### src/rtl/regfile_writer_if.sv
// Write-port bundle for regfile_writer: valid/ready handshake with address and data.
// The master drives a request and the slave (the register file) returns ready.
interface regfile_writer_if #(
  parameter int AW = 4,
  parameter int DW = 16
);
  logic          valid;
  logic          ready;
  logic [AW-1:0] addr;
  logic [DW-1:0] data;

  modport master (output valid, output addr, output data, input ready);
  modport slave  (input valid, input addr, input data, output ready);
endinterface

### src/rtl/regfile_writer.sv
// regfile_writer: 16 x 16-bit architectural register file.
// - Owns every write to register state.
// - Drives the flattened 256-bit register bus consumed by the downstream flag generators.
// - Provides one handshaked write port, two registered read ports with write-through
//   bypass, and a sequenced bulk-clear engine that zeroes one register per cycle.
// Optional feature macro: REGFILE_R0_ZERO_EN -- r0 hardwired to zero; writes to
// address 0 are accepted but discarded.
module regfile_writer #(
  parameter int NREGS = 16,
  parameter int WIDTH = 16
) (
  input  logic                   clk,
  input  logic                   rst_n,
  regfile_writer_if.slave        wr,
  input  logic [$clog2(NREGS)-1:0] rd_addr_a,
  output logic [WIDTH-1:0]       rd_data_a,
  input  logic [$clog2(NREGS)-1:0] rd_addr_b,
  output logic [WIDTH-1:0]       rd_data_b,
  input  logic                   clr_req,
  output logic                   busy,
  output logic [NREGS*WIDTH-1:0] registers
);

  localparam int AW = $clog2(NREGS);
  localparam logic [AW-1:0] LAST = AW'(NREGS - 1);

  typedef enum logic {IDLE, CLEAR} state_t;

  state_t          state, state_nxt;
  logic [AW-1:0]   cnt, cnt_nxt;
  logic [WIDTH-1:0] regs [NREGS];
  logic            wr_fire;
  logic            wr_en;

  assign busy     = (state == CLEAR);
  assign wr.ready = ~busy;
  assign wr_fire  = wr.valid & wr.ready;

`ifdef REGFILE_R0_ZERO_EN
  // r0 is hardwired: the handshake completes but the data never reaches state or bypass.
  assign wr_en = wr_fire & (wr.addr != '0);
`else
  assign wr_en = wr_fire;
`endif

  // Clear FSM state and sweep counter.
  always_ff @(posedge clk or negedge rst_n) begin
    if (!rst_n) begin
      state <= IDLE;
      cnt   <= '0;
    end else begin
      state <= state_nxt;
      cnt   <= cnt_nxt;
    end
  end

  // Next state: a clear request starts a sweep from r0; the sweep ends after the last
  // register, and the counter wraps back to zero on its own.
  always_comb begin
    state_nxt = state;
    cnt_nxt   = cnt;
    case (state)
      IDLE: begin
        if (clr_req) begin
          state_nxt = CLEAR;
          cnt_nxt   = '0;
        end
      end
      CLEAR: begin
        cnt_nxt = cnt + 1'b1;
        if (cnt == LAST) state_nxt = IDLE;
      end
      default: begin
        state_nxt = IDLE;
        cnt_nxt   = '0;
      end
    endcase
  end

  // Register state: the clear sweep has priority; writes are blocked by ready while clearing.
  always_ff @(posedge clk or negedge rst_n) begin
    if (!rst_n) begin
      for (int i = 0; i < NREGS; i++) regs[i] <= '0;
    end else if (busy) begin
      regs[cnt] <= '0;
    end else if (wr_en) begin
      regs[wr.addr] <= wr.data;
    end
  end

  // Registered read ports with write-through bypass for a same-edge write.
  always_ff @(posedge clk or negedge rst_n) begin
    if (!rst_n) begin
      rd_data_a <= '0;
      rd_data_b <= '0;
    end else begin
      rd_data_a <= (wr_en && (wr.addr == rd_addr_a)) ? wr.data : regs[rd_addr_a];
      rd_data_b <= (wr_en && (wr.addr == rd_addr_b)) ? wr.data : regs[rd_addr_b];
    end
  end

  // Flatten the register array onto the downstream bus, reg i at bits [16i+15:16i].
  always_comb begin
    registers = '0;
    for (int i = 0; i < NREGS; i++) registers[i*WIDTH +: WIDTH] = regs[i];
  end

endmodule
### src/flat_wrapper.sv
// flat-port wrapper written by rule: the top's interface ports become plain ports
module regfile_writer_flat 
#(
  parameter int NREGS = 16,
  parameter int WIDTH = 16
)
  (clk, rst_n, rd_addr_a, rd_data_a, rd_addr_b, rd_data_b, clr_req, busy, registers, wr_valid, wr_addr, wr_data, wr_ready);
  regfile_writer_if wr_i ();
  input  logic clk;
  input  logic rst_n;
  input  logic [$clog2(NREGS)-1:0] rd_addr_a;
  output logic [WIDTH-1:0] rd_data_a;
  input  logic [$clog2(NREGS)-1:0] rd_addr_b;
  output logic [WIDTH-1:0] rd_data_b;
  input  logic clr_req;
  output logic busy;
  output logic [NREGS*WIDTH-1:0] registers;
  input wire logic [$bits(wr_i.valid)-1:0] wr_valid;
  input wire logic [$bits(wr_i.addr)-1:0] wr_addr;
  input wire logic [$bits(wr_i.data)-1:0] wr_data;
  output wire logic [$bits(wr_i.ready)-1:0] wr_ready;
  assign wr_i.valid = wr_valid;
  assign wr_i.addr = wr_addr;
  assign wr_i.data = wr_data;
  assign wr_ready = wr_i.ready;
  regfile_writer #(.NREGS(NREGS), .WIDTH(WIDTH)) u_core (.clk(clk), .rst_n(rst_n), .wr(wr_i), .rd_addr_a(rd_addr_a), .rd_data_a(rd_data_a), .rd_addr_b(rd_addr_b), .rd_data_b(rd_data_b), .clr_req(clr_req), .busy(busy), .registers(registers));
endmodule
### config.mk
export PLATFORM = sky130hd
export DESIGN_NAME = regfile_writer_flat
export DESIGN_NICKNAME = d
export VERILOG_FILES = /design/src/rtl/regfile_writer_if.sv /design/src/rtl/regfile_writer.sv /design/src/flat_wrapper.sv
export SDC_FILE = /design/constraint.sdc
export NUM_CORES = 1
export LEC_CHECK = 0
export CAP_MARGIN = 15
export CORE_MARGIN = 1.5
export CORE_UTILIZATION = 47
export CTS_BUF_LIST = sky130_fd_sc_hd__clkbuf_16
export DETAILED_ROUTE_END_ITERATION = 6
export PLACE_DENSITY = 0.86
export SYNTH_ARGS = -nofsm -noshare
export SYNTH_HDL_FRONTEND = slang
export SYNTH_SLANG_ARGS = --single-unit
export TNS_END_PERCENT = 50
### constraint.sdc
create_clock -name clk -period 1.87 [get_ports clk]
set_input_delay 0.2805 -clock clk [delete_from_list [all_inputs] [get_ports clk]]
set_output_delay 0.2805 -clock clk [all_outputs]
set_load 0.01 [all_outputs]
* Yosys cells after proc, flatten, opt, wreduce, memory -nomap -nowiden *
Index checks and enable logic that the tools add are counted.

cells by class
  $lt $le $gt $ge = 6
  reductions and logical operators = 5
  bitwise logic cells = 8
  add/subtract/negate cells = 1
  equal/unequal tests = 4
  mux-type cells = 20

operators with widths
  operator                                                    count
  2-to-1 mux 256 bit                                          2
  AND 256 bit                                                 1
  bitwise mux 256 bit                                         1
  NOT 256 bit                                                 1
  binary-select mux 16 bit (select 4 bit)                     2
  demux 16 bit (select 4 bit)                                 2
  2-to-1 mux 16 bit                                           8
  greater-or-equal comparator 5 bit, second input constant    4
  NOT 4 -> 5 bit                                              4
  less-than comparator 5 x 1 -> 1 bit, second input constant  2
  equality test 4 bit                                         2
  case mux 4 bit (2 select lines)                             1
  adder 4 x 1 -> 4 bit, second input constant                 1
  equality test 4 bit, second input constant                  1
  logical AND 1 bit                                           4
  2-to-1 mux 4 bit                                            1
  2-to-1 mux 1 bit                                            2
  inequality test 2 bit, second input constant                1
  case mux 1 bit (2 select lines)                             1
  nonzero test 2 bit                                          1
  AND 1 bit                                                   1
  NOT 1 bit                                                   1

word-level totals
  word-level logic and storage cells = 64
  output and inout bits = 290
  bits in registers = 293

* Depth between registers and ports, before layout *
Gate-level depths: netlist of the first run.

  word-level depth = 8
  gate-level depth with buffers = 7
  mapped depth without buffers = 4

* Least setup slack after synthesis of the first run *
No wires, ideal clock.

  path kind = register to register
  start = register u_core.state, in the netlist u_core.busy
  end = register u_core.regs (netlist bit u_core.registers[10])
  stages on the path, launching flop included = 8
  arrival time = 1.868 ns
  path slack = -0.119 ns
  path buffers = 3
  data required time = 1.749 ns
  cells stage by stage = dfrtp_1 -> buf_6 -> or4b_4 -> buf_6 -> nor3_4 -> a21oi_4 -> buf_6 -> a22o_1

on the way
  longest elaborated chain between the ends = 3
  elaborated cells between the ends (all ways) = 4
  classes of those cells = mux: 1; bitwise: 2; reduce/logical: 1

ends and longest elaborated chain
  what                                 line                  RTL
  start, declared                      regfile_writer.sv:29  state_t state, state_nxt;
  start signal, assigned               regfile_writer.sv:52  state <= state_nxt;
  NOT 1 bit                            regfile_writer.sv:36  assign wr.ready = ~busy;
  AND 1 bit                            regfile_writer.sv:37  assign wr_fire = wr.valid & wr.ready;
  nonzero test 2 bit (no source line)  --
  end signal, assigned by index        regfile_writer.sv:87  regs[wr.addr] <= wr.data;
  end, declared                        regfile_writer.sv:31  logic [WIDTH-1:0] regs [NREGS];

Several ways; a longest one is shown, not always the timed one.
A chain may end at the register's enable or synchronous reset.

* Worst setup path in the final report of the first run *
  start = register u_core.regs (netlist bit u_core.registers[253])
  end = output port registers[253]

RTL lines
  what           line                RTL
  end, declared  flat_wrapper.sv:17  output logic [NREGS*WIDTH-1:0] registers;

No word-level cell between the ends.

==> flow_metrics.env, run 1 <==
export IMPL_drv_cap=0
export IMPL_via_per_inst=6.65
export IMPL_dpl_hpwl_um=37900
export IMPL_min_period_over_period=0.997
export IMPL_syn_nets=1075
export IMPL_pwr_share_seq=0.371
export IMPL_wire_per_inst_um=29.2
export IMPL_drc=0
export IMPL_num_rows=65
export IMPL_io_buffers=321
export IMPL_path_buf_inv=1
export IMPL_antennaDiodeCount=0
export IMPL_clkPwrFrac=0.239
export IMPL_grt_use_total=0.317
export IMPL_grt_pass1_vias=12200
export IMPL_switching_power_mw=9.55
export IMPL_grt_pass1_wl_um=79300
export IMPL_cp_required_ps=1590
export IMPL_hold_violations=0
export IMPL_syn_inst=1037
export IMPL_multi_input_area_sq_um=7200
export IMPL_timing_hold_ws_ps=143
export IMPL_layout_commonest_cell="clkdlybuf4s50_1"
export IMPL_path_max_fanout=5
export IMPL_layout_area_seq_sq_um=7370
export IMPL_dpl_cell_count=1756
export IMPL_fin_util=0.661
export IMPL_ys_seq_area_frac=0.487
export IMPL_crit_type="flop to output port"
export IMPL_max_freq_mhz=536
export IMPL_coreArea_sq_um=31600
export IMPL_cp_arrival_ps=1580
export IMPL_drive_gt1_frac=0.271
export IMPL_synth_cell_types=40
export IMPL_rsz0062_at_grt="yes"
export IMPL_period_minus_slack_ps=1860
export IMPL_start_util=0.477
export IMPL_clk_pin_slew_ps=60
export IMPL_maxSlewHeadroom=0.474
export IMPL_nFillCells=2127
export IMPL_p_int_mw=18.6
export IMPL_antenna_left=0
export IMPL_cts_htree_levels=1
export IMPL_drv_slew=0
export IMPL_antenna_found_initial=0
export IMPL_critPathLaunchType="flop"
export IMPL_cts_buffers=31
export IMPL_area_growth_pct=38.7
export IMPL_layout_common_cells="269 x clkdlybuf4s50_1, 263 x dfrtp_1, 240 x a22o_1, 128 x mux4_2, 112 x mux2i_1"
export IMPL_netSwitchingFraction=0.339
export IMPL_endpoint_kind="output port"
export IMPL_ioPinCount=322
export IMPL_status="complete, no violations"
export IMPL_pwr_share_comb=0.390
export IMPL_syn_area_sq_um=15000
export IMPL_final_cells=1814
export IMPL_overflow=0
export IMPL_cts_sinks=293
export IMPL_grt_max_degree=104
export IMPL_power_density_nw_per_um2=1350
export IMPL_hp_class="input port to asynchronous set/reset pin"
export IMPL_skew_ps=15.0
export IMPL_cts_tree="built"
export IMPL_die_width_um=182
export IMPL_crit_family="buffers and inverters"
export IMPL_die_y_um=182
export IMPL_clk_latency_ps=570
export IMPL_die_area_sq_um=33100
export IMPL_fin_setup_tns_ps=0
export IMPL_clk_path_buf_depth=3
export IMPL_critical_path_slowest_cell="clkdlybuf4s50_1"
export IMPL_p_leak_nw=9.91
export IMPL_drt_pre_antenna_iters=6
export IMPL_final_nets=1428
export IMPL_worstPathCellList="clkdlybuf4s50_1"
export IMPL_ir_worst_vdd_mv=0.790
export IMPL_synth_seq_cells=293
export IMPL_syn_area_per_cell_sq_um=14.5
export IMPL_reg2reg_setup_slack_ps=30
export IMPL_cts_root_buf="clkbuf_16"
export IMPL_synth_yosys_warnings=0
export IMPL_drt_total_wl_um=53000
export IMPL_vias=12100
export IMPL_slowest_delay_ps=580
export IMPL_globalplace_congestion=0.891
export IMPL_tightestPinTransition_ps=789
export IMPL_first_iter_violations=1231
export IMPL_setup_viol=0
==> stage by stage <==
step | worst slack (ps) | total power, mW | instance area, sq um
floorplan | -119 | 14.9 | 15100
global placement | -266 | 20.9 | 19600
detailed placement | -300 | 21.2 | 19600
CTS | 1.47 | 28.0 | 20700
global route | -40.8 | 29.2 | 20900
finish | 5.61 | 28.1 | 20900
==> power by group through the flow <==
stage | clock network (mW) | registers, mW | logic (mW)
floorplan | 0 | 10.4 | 4.46
global placement | 0 | 10.3 | 10.6
detailed placement | 0 | 10.4 | 10.9
CTS | 6.73 | 10.3 | 11.0
global route | 7.02 | 10.6 | 11.5
finish | 6.73 | 10.4 | 11.0
==> synthesized netlist by cell type <==
cell type | n | area (sq um)
nand4b_1 | 1 | 8.76
nand4bb_1 | 2 | 22.5
mux2i_1 | 112 | 1120
a21o_1 | 1 | 7.51
or3_1 | 1 | 6.26
a22o_1 | 240 | 2100
nand2_1 | 21 | 78.8
clkbuf_1 | 62 | 233
nand3_1 | 4 | 20.0
mux4_2 | 128 | 2880
and3_1 | 1 | 6.26
xor2_1 | 7 | 61.3
nor3_1 | 2 | 10.0
dfrtp_1 | 293 | 7330
xnor2_1 | 3 | 26.3
nor2_2 | 1 | 6.26
inv_1 | 2 | 7.51
or4b_4 | 1 | 13.8
nor2_4 | 3 | 33.8
buf_4 | 1 | 7.51
a21oi_2 | 3 | 26.3
ha_1 | 6 | 75.1
nor3_2 | 4 | 40.0
o31ai_1 | 1 | 7.51
nand2b_1 | 2 | 12.5
nor3b_1 | 1 | 7.51
buf_6 | 3 | 33.8
buf_2 | 40 | 200
or2_2 | 1 | 6.26
mux2_2 | 32 | 360
o21ai_0 | 17 | 85.1
a21oi_4 | 1 | 16.3
a21oi_1 | 11 | 55.1
o22ai_1 | 2 | 12.5
inv_2 | 1 | 3.75
buf_1 | 15 | 56.3
nor3_4 | 1 | 16.3
nor2_1 | 8 | 30.0
a31oi_1 | 1 | 6.26
nor2b_1 | 1 | 6.26
==> metal layers <==
| metal | up-vias | global-route usage | routed length, um |
|---|---|---|---|
| met1 | 6256 | 0.430 | 20000 |
| met3 | 137 | 0.0608 | 5170 |
| met4 | 0 | 0.126 | 2260 |
| met5 | - | 0 | 0 |
| met2 | 814 | 0.508 | 25500 |
| li1 | 4853 | - | - |
==> logic make-up (layout without fill, tap and decap cells) <==
family	count (synthesis)	count (layout)	synth area share
AO/OA/AOI/OAI	277	277	0.154
XOR/XNOR	10	10	0.00582
adder cells (fa/ha/maj)	6	6	0.00499
buffers and inverters	124	499	0.0360
flip-flops	293	293	0.487
multiplexers	272	272	0.290
AND/OR/NAND/NOR	55	55	0.0216
==> final cells by class <==
type | instances | share of cell area
Timing Repair Buffer | 441 | 0.224
Sequential cell | 293 | 0.353
Multi-Input combinational cell | 620 | 0.345
Inverter | 3 | 0.000539
Clock buffer | 31 | 0.0372
Tap cell | 402 | 0.0241
Clock inverter | 24 | 0.0157
==> state kept, by name (all words and copies together), names as in the netlist <==
signal            flops
u_core.cnt            4
u_core.rd_data_b     16
u_core.rd_data_a     16
u_core.busy           1
u_core.registers    256
==> path summary, 6_finish.rpt <==
| path | cells past startpoint | to | start |
|---|---|---|---|
| max in group asynchronous | 3 | u_core.registers[211] | rst_n |
| worst max-delay path | 1 | registers[253] | u_core.registers[253] |
| min in group clk | 2 | u_core.rd_data_a[4] | wr_data[4] |
| worst min-delay path | 2 | u_core.registers[49] | rst_n |
| worst max register to register | 7 | u_core.registers[190] | u_core.busy |
| worst min register to register | 1 | u_core.registers[206] | u_core.registers[206] |
==> what timing repair did <==
item | CTS | global route
resized for setup | 14 | 65
setup endpoints to repair | 13 | 91
hold endpoints to repair | 293 | 0
setup buffers | 1 | 1
hold buffers | 1 | 0
cloned | 0 | 0
pin swaps | 1 | 0
(Power assumes the default switching activity.)
==> run 2, diff against run 1 <==
--- a/config.mk
+++ b/config.mk
@@ -11,6 +11,7 @@
 export CTS_BUF_LIST = sky130_fd_sc_hd__clkbuf_16
 export DETAILED_ROUTE_END_ITERATION = 6
 export PLACE_DENSITY = 0.86
+export SKIP_LAST_GASP = 1
 export SYNTH_ARGS = -nofsm -noshare
 export SYNTH_HDL_FRONTEND = slang
 export SYNTH_SLANG_ARGS = --single-unit
==> run 2 against run 1 <==
Net effect: the flow now finishes with violations (negative setup slack); utilization fell by 0.30 points; critical endpoint unchanged; first-iteration DRC count fell by 2.7%; cell count about the same; via count is 0.82% higher; final area down 0.46%; routed wire length shrank 0.59%; critical path type unchanged.
==> flow_metrics.env, run 2 (same netlist as run 1, synthesis figures left out) <==
export IMPL_cts_tree="built"
export IMPL_cp_arrival_ps=1610
export IMPL_die_area_sq_um=33100
export IMPL_cp_endpoint="registers[253]"
export IMPL_overflow=0
export IMPL_setup_viol=18
export IMPL_crit_path_start="u_core.registers[253]"
export IMPL_crit_cells=1
export IMPL_clk_latency_ps=560
export IMPL_rsz0062_at_grt="yes"
export IMPL_ioPinCount=322
export IMPL_maxSlewHeadroom=0.469
export IMPL_crit_family="buffers and inverters"
export IMPL_start_util=0.477
export IMPL_wire_per_inst_um=29.1
export IMPL_r2r_end="u_core.registers[6]"
export IMPL_largest_reg_flops=256
export IMPL_rr_worst_depth=5
export IMPL_final_nets=1427
export IMPL_globalplace_congestion=0.891
export IMPL_power_mw=28.2
export IMPL_first_iter_violations=1198
export IMPL_layout_commonest_cell="clkdlybuf4s50_1"
export IMPL_cp_required_ps=1590
export IMPL_antenna_left=0
export IMPL_via_per_inst=6.71
export IMPL_antennaDiodeCount=0
export IMPL_fin_ws_ps=-22.3
export IMPL_final_cells=1813
export IMPL_area_growth_pct=38.1
export IMPL_grt_use_total=0.317
export IMPL_cts_buffers=31
export IMPL_clk_pin_slew_ps=70
export IMPL_p_leak_nw=9.42
export IMPL_drt_total_wl_um=52700
export IMPL_hold_violations=0
export IMPL_endpoint_kind="output port"
export IMPL_antenna_found_initial=0
export IMPL_reg2reg_setup_slack_ps=-20
export IMPL_die_width_um=182
export IMPL_tightestPinTransition_ps=797
export IMPL_drt_pre_antenna_iters=5
export IMPL_vias=12200
export IMPL_drv_cap=0
export IMPL_min_period_over_period=1.01
export IMPL_grt_max_degree=104
export IMPL_hp_class="input port to asynchronous set/reset pin"
export IMPL_dpl_hpwl_um=37900
export IMPL_worstPathCellList="clkdlybuf4s50_1"
export IMPL_violations="negative setup slack"
export IMPL_die_y_um=182
export IMPL_skew_ps=10.8
export IMPL_critPathLaunchType="flop"
export IMPL_r2r_start="u_core.busy"
export IMPL_clk_path_buf_depth=3
export IMPL_drv_slew=0
export IMPL_path_max_fanout=5
export IMPL_coreArea_sq_um=31600
export IMPL_layout_common_cells="300 x clkdlybuf4s50_1, 280 x dfrtp_1, 240 x a22o_1, 128 x mux4_2, 112 x mux2i_1"
export IMPL_cts_root_buf="clkbuf_16"
export IMPL_cts_sinks=293
export IMPL_fin_setup_tns_ps=-153
export IMPL_cts_htree_levels=1
export IMPL_crit_type="flop to output port"
export IMPL_ir_worst_vdd_mv=0.779
export IMPL_path_buf_inv=1
export IMPL_power_density_nw_per_um2=1360
export IMPL_io_buffers=321
export IMPL_fin_util=0.658
export IMPL_critical_path_slowest_cell="clkdlybuf4s50_1"
export IMPL_num_rows=65
export IMPL_drc=0
export IMPL_status="finished with violations"
export IMPL_dpl_cell_count=1756
export IMPL_drive_gt1_frac=0.259
export IMPL_slowest_delay_ps=590
export IMPL_period_minus_slack_ps=1890
export IMPL_grt_pass1_vias=12200
export IMPL_max_freq_mhz=528
export IMPL_grt_pass1_wl_um=79300
[run 2: cell count changes in the layout (fill, tap and decap cells not counted)]
cell             previous run  this run
clkdlybuf4s50_1           269       300
dfrtp_1                   263       280
dfrtp_2                    30        13
buf_4                      80        79
dlymetal6s2s_1             39        11
dlygate4sd2_1               5         2
[run 2: layout make-up]
cell class	instances	area, sq um
fill	2139	10800
sequential	293	7350
multi-input combinational	620	7200
timing repair buffer	440	4610
clock buffer	31	776
tap	402	503
clock inverter	24	328
inverter	3	11.3
[run 2: what timing repair did]
action	CTS	global route
resized for setup	6	25
pin swaps	0	2
endpoints found under the setup margin	13	112
hold endpoints to repair	293	0
gates cloned	0	0
buffers inserted	1	0
hold buffers	1	0
[run 2: worst min-delay path by stage]
| stage | from | end | depth (start not counted) |
|---|---|---|---|
| final | rst_n | u_core.registers[50] | 2 |
| after global routing | rst_n | u_core.registers[48] | 2 |
| after CTS | rst_n | u_core.registers[49] | 2 |
| after detailed placement | rst_n | u_core.registers[48] | 1 |
| after global placement | rst_n | u_core.registers[255] | 1 |
| after floorplan | rst_n | u_core.busy | 0 |
[run 2: metrics by stage]
stage / area [sq um] / hold WS (ps) / setup slack, ps
2_1_floorplan: 15100 / -15.1 / -119
3_3_place_gp: 19600 / 121 / -266
3_5_place_dp: 19600 / 119 / -300
4_1_cts: 20700 / 136 / -30.9
5_1_grt: 20800 / 146 / -59.8
6_report: 20800 / 142 / -22.3
[run 2: where the power goes]
part	switching [mW]	internal (mW)	total (mW)
Sequential	2.28	8.15	10.4
Clock	2.62	4.11	6.73
Combinational	4.64	6.36	11.0
[run 2: per-layer routing]
| metal | track usage | part of all wire | vias to the layer above |
|---|---|---|---|
| met1 | 0.431 | 0.37 | 6284 |
| met3 | 0.0616 | 0.10 | 147 |
| met2 | 0.508 | 0.48 | 865 |
| met5 | 0 | 0 | - |
| li1 | - | - | 4863 |
| met4 | 0.126 | 0.045 | 0 |
==> run 3, diff against run 2 <==
--- a/config.mk
+++ b/config.mk
@@ -10,6 +10,7 @@
 export CORE_UTILIZATION = 47
 export CTS_BUF_LIST = sky130_fd_sc_hd__clkbuf_16
 export DETAILED_ROUTE_END_ITERATION = 6
+export GPL_TIMING_DRIVEN = 0
 export PLACE_DENSITY = 0.86
 export SKIP_LAST_GASP = 1
 export SYNTH_ARGS = -nofsm -noshare
==> run 3 against run 2 <==
Net effect: the flow still finishes with violations (negative setup slack); final area fell by 2.4%; clock power fell by 4.6%; critical path depth rose by 6; first-iteration DRC count rose by 14%; critical path type is now flop to flop; largest cell class is now multi-input gates.
==> flow_metrics.env, run 3 (same netlist as run 1, synthesis figures left out) <==
export IMPL_wire_per_inst_um=30.4
export IMPL_path_buf_inv=3
export IMPL_drt_pre_antenna_iters=5
export IMPL_switching_power_mw=9.95
export IMPL_final_nets=1429
export IMPL_crit_family="buffers and inverters"
export IMPL_grt_max_degree=115
export IMPL_slowest_delay_ps=390
export IMPL_grt_use_total=0.328
export IMPL_cts_tree="built"
export IMPL_vias=12400
export IMPL_clk_path_buf_depth=3
export IMPL_die_y_um=182
export IMPL_cts_sinks=293
export IMPL_drv_cap=0
export IMPL_cts_buffers=31
export IMPL_fin_ws_ps=-91.3
export IMPL_crit_type="flop to flop"
export IMPL_max_freq_mhz=510
export IMPL_p_int_mw=18.1
export IMPL_hold_violations=0
export IMPL_cp_required_ps=2330
export IMPL_path_max_fanout=10
export IMPL_fin_area_sq_um=20300
export IMPL_critical_path_slowest_cell="dfrtp_1"
export IMPL_cts_htree_levels=1
export IMPL_netSwitchingFraction=0.354
export IMPL_drive_gt1_frac=0.245
export IMPL_rsz0062_at_grt="yes"
export IMPL_hp_class="input port to asynchronous set/reset pin"
export IMPL_antenna_found_initial=1
export IMPL_skew_ps=20.5
export IMPL_start_util=0.477
export IMPL_antenna_left=0
export IMPL_io_buffers=295
export IMPL_critPathLaunchType="flop"
export IMPL_cp_arrival_ps=2420
export IMPL_period_minus_slack_ps=1960
export IMPL_drt_total_wl_um=55200
export IMPL_drv_slew=0
export IMPL_fin_util=0.642
export IMPL_violations="negative setup slack"
export IMPL_clk_latency_ps=580
export IMPL_grt_pass1_wl_um=81200
export IMPL_pwr_share_seq=0.374
export IMPL_num_rows=65
export IMPL_dpl_instance_area_sq_um=18600
export IMPL_ioPinCount=322
export IMPL_drc=0
export IMPL_timing_hold_ws_ps=240
export IMPL_layout_common_cells="293 x clkdlybuf4s50_1, 293 x dfrtp_1, 240 x a22o_1, 128 x mux4_2, 109 x mux2i_1"
export IMPL_via_per_inst=6.81
export IMPL_globalplace_congestion=0.977
export IMPL_coreArea_sq_um=31600
export IMPL_dpl_hpwl_um=41400
export IMPL_fin_setup_tns_ps=-4810
export IMPL_grt_pass1_vias=12400
export IMPL_setup_viol=140
export IMPL_ir_worst_vdd_mv=0.840
export IMPL_min_period_over_period=1.05
export IMPL_crit_top_cell="buf_2"
export IMPL_worstPathCellList="buf_6 > nand4bb_1 > buf_2 > nor2_2 > a21oi_2 > buf_2 > a22o_1"
export IMPL_maxSlewHeadroom=0.349
export IMPL_p_leak_nw=8.91
export IMPL_status="finished with violations"
export IMPL_die_width_um=182
export IMPL_tightestPinTransition_ps=977
export IMPL_endpoint_kind="flop"
export IMPL_clk_pin_slew_ps=60
export IMPL_area_growth_pct=34.7
export IMPL_cts_root_buf="clkbuf_16"
export IMPL_pwr_share_comb=0.398
export IMPL_die_area_sq_um=33100
export IMPL_clkPwrFrac=0.229
export IMPL_largest_reg_flops=256
export IMPL_first_iter_violations=1361
export IMPL_overflow=0
export IMPL_power_density_nw_per_um2=1390
run 3: cell count changes in the layout (fill, tap and decap cells not counted), sizes merged:
cell / before / now
clkbuf: 31 / 88
buf: 125 / 90
dlymetal6s2s: 11 / 0
clkdlybuf4s50: 300 / 293
clkinv: 10 / 15
bufinv: 8 / 5
dlygate4sd2: 2 / 0
diode: 0 / 1
run 3: path summary, 6_finish.rpt:
kind / from / to / depth (start not counted) / slack, ps
setup / recovery: u_core.busy / u_core.registers[152] / 7 / -90
hold / removal: rst_n / u_core.registers[240] / 2 / 240
setup reg to reg: u_core.busy / u_core.registers[152] / 7 / -90
hold reg to reg: u_core.registers[206] / u_core.registers[206] / 1 / 550
max in group asynchronous: rst_n / u_core.registers[24] / 4 / 270
min in group clk: wr_data[12] / u_core.registers[12] / 2 / 260
run 3: cell type report:
cell class              count  area (sq um)
clock buffers              31           776
inverters                   3          11.3
multi-input cells         620          7420
flip-flops and latches    293          7330
plain buffers             114           649
diodes                      1          2.50
clock inverters            26           268
repair buffers            328          3310
well taps                 402           503
fillers                  2223         11300
run 3: metrics by stage:
stage | cells | total power [mW] | setup WS [ps]
6_report | 1818 | 28.1 | -91.3
5_1_grt | 1818 | 29.0 | -122
4_1_cts | 1812 | 27.6 | -188
3_5_place_dp | 1736 | 20.8 | -1120
3_3_place_gp | 1734 | 20.5 | -11680
2_1_floorplan | 1037 | 14.9 | -119
run 3: repair_timing:
action	in CTS	in global routing
hold endpoints to repair	82	0
buffers inserted	20	7
setup endpoints to repair	308	445
gates cloned	1	2
gates resized for setup	77	41
pin swaps	9	7
hold buffers	1	0
run 3: power by group through the flow:
stage	clock (mW)	combinational [mW]	sequential, mW
CTS	6.39	10.9	10.3
global route	6.67	11.7	10.6
finish	6.42	11.2	10.5
global placement	0	10.2	10.3
floorplan	0	4.46	10.4
detailed placement	0	10.5	10.4
run 3: worst reg2reg max path, stage by stage (launching register included):
cell and delay [ps]:
dfrtp_1 390, buf_6 140, nand4bb_1 180, buf_2 230, nor2_2 340, a21oi_2 160, buf_2 220, a22o_1 210
run 3: per-layer routing:
layer,global-route usage,vias up,share of wire
li1,-,4859,-
met4,0.140,0,0.046
met5,0,-,0
met2,0.519,975,0.47
met3,0.0838,175,0.11
met1,0.434,6375,0.37
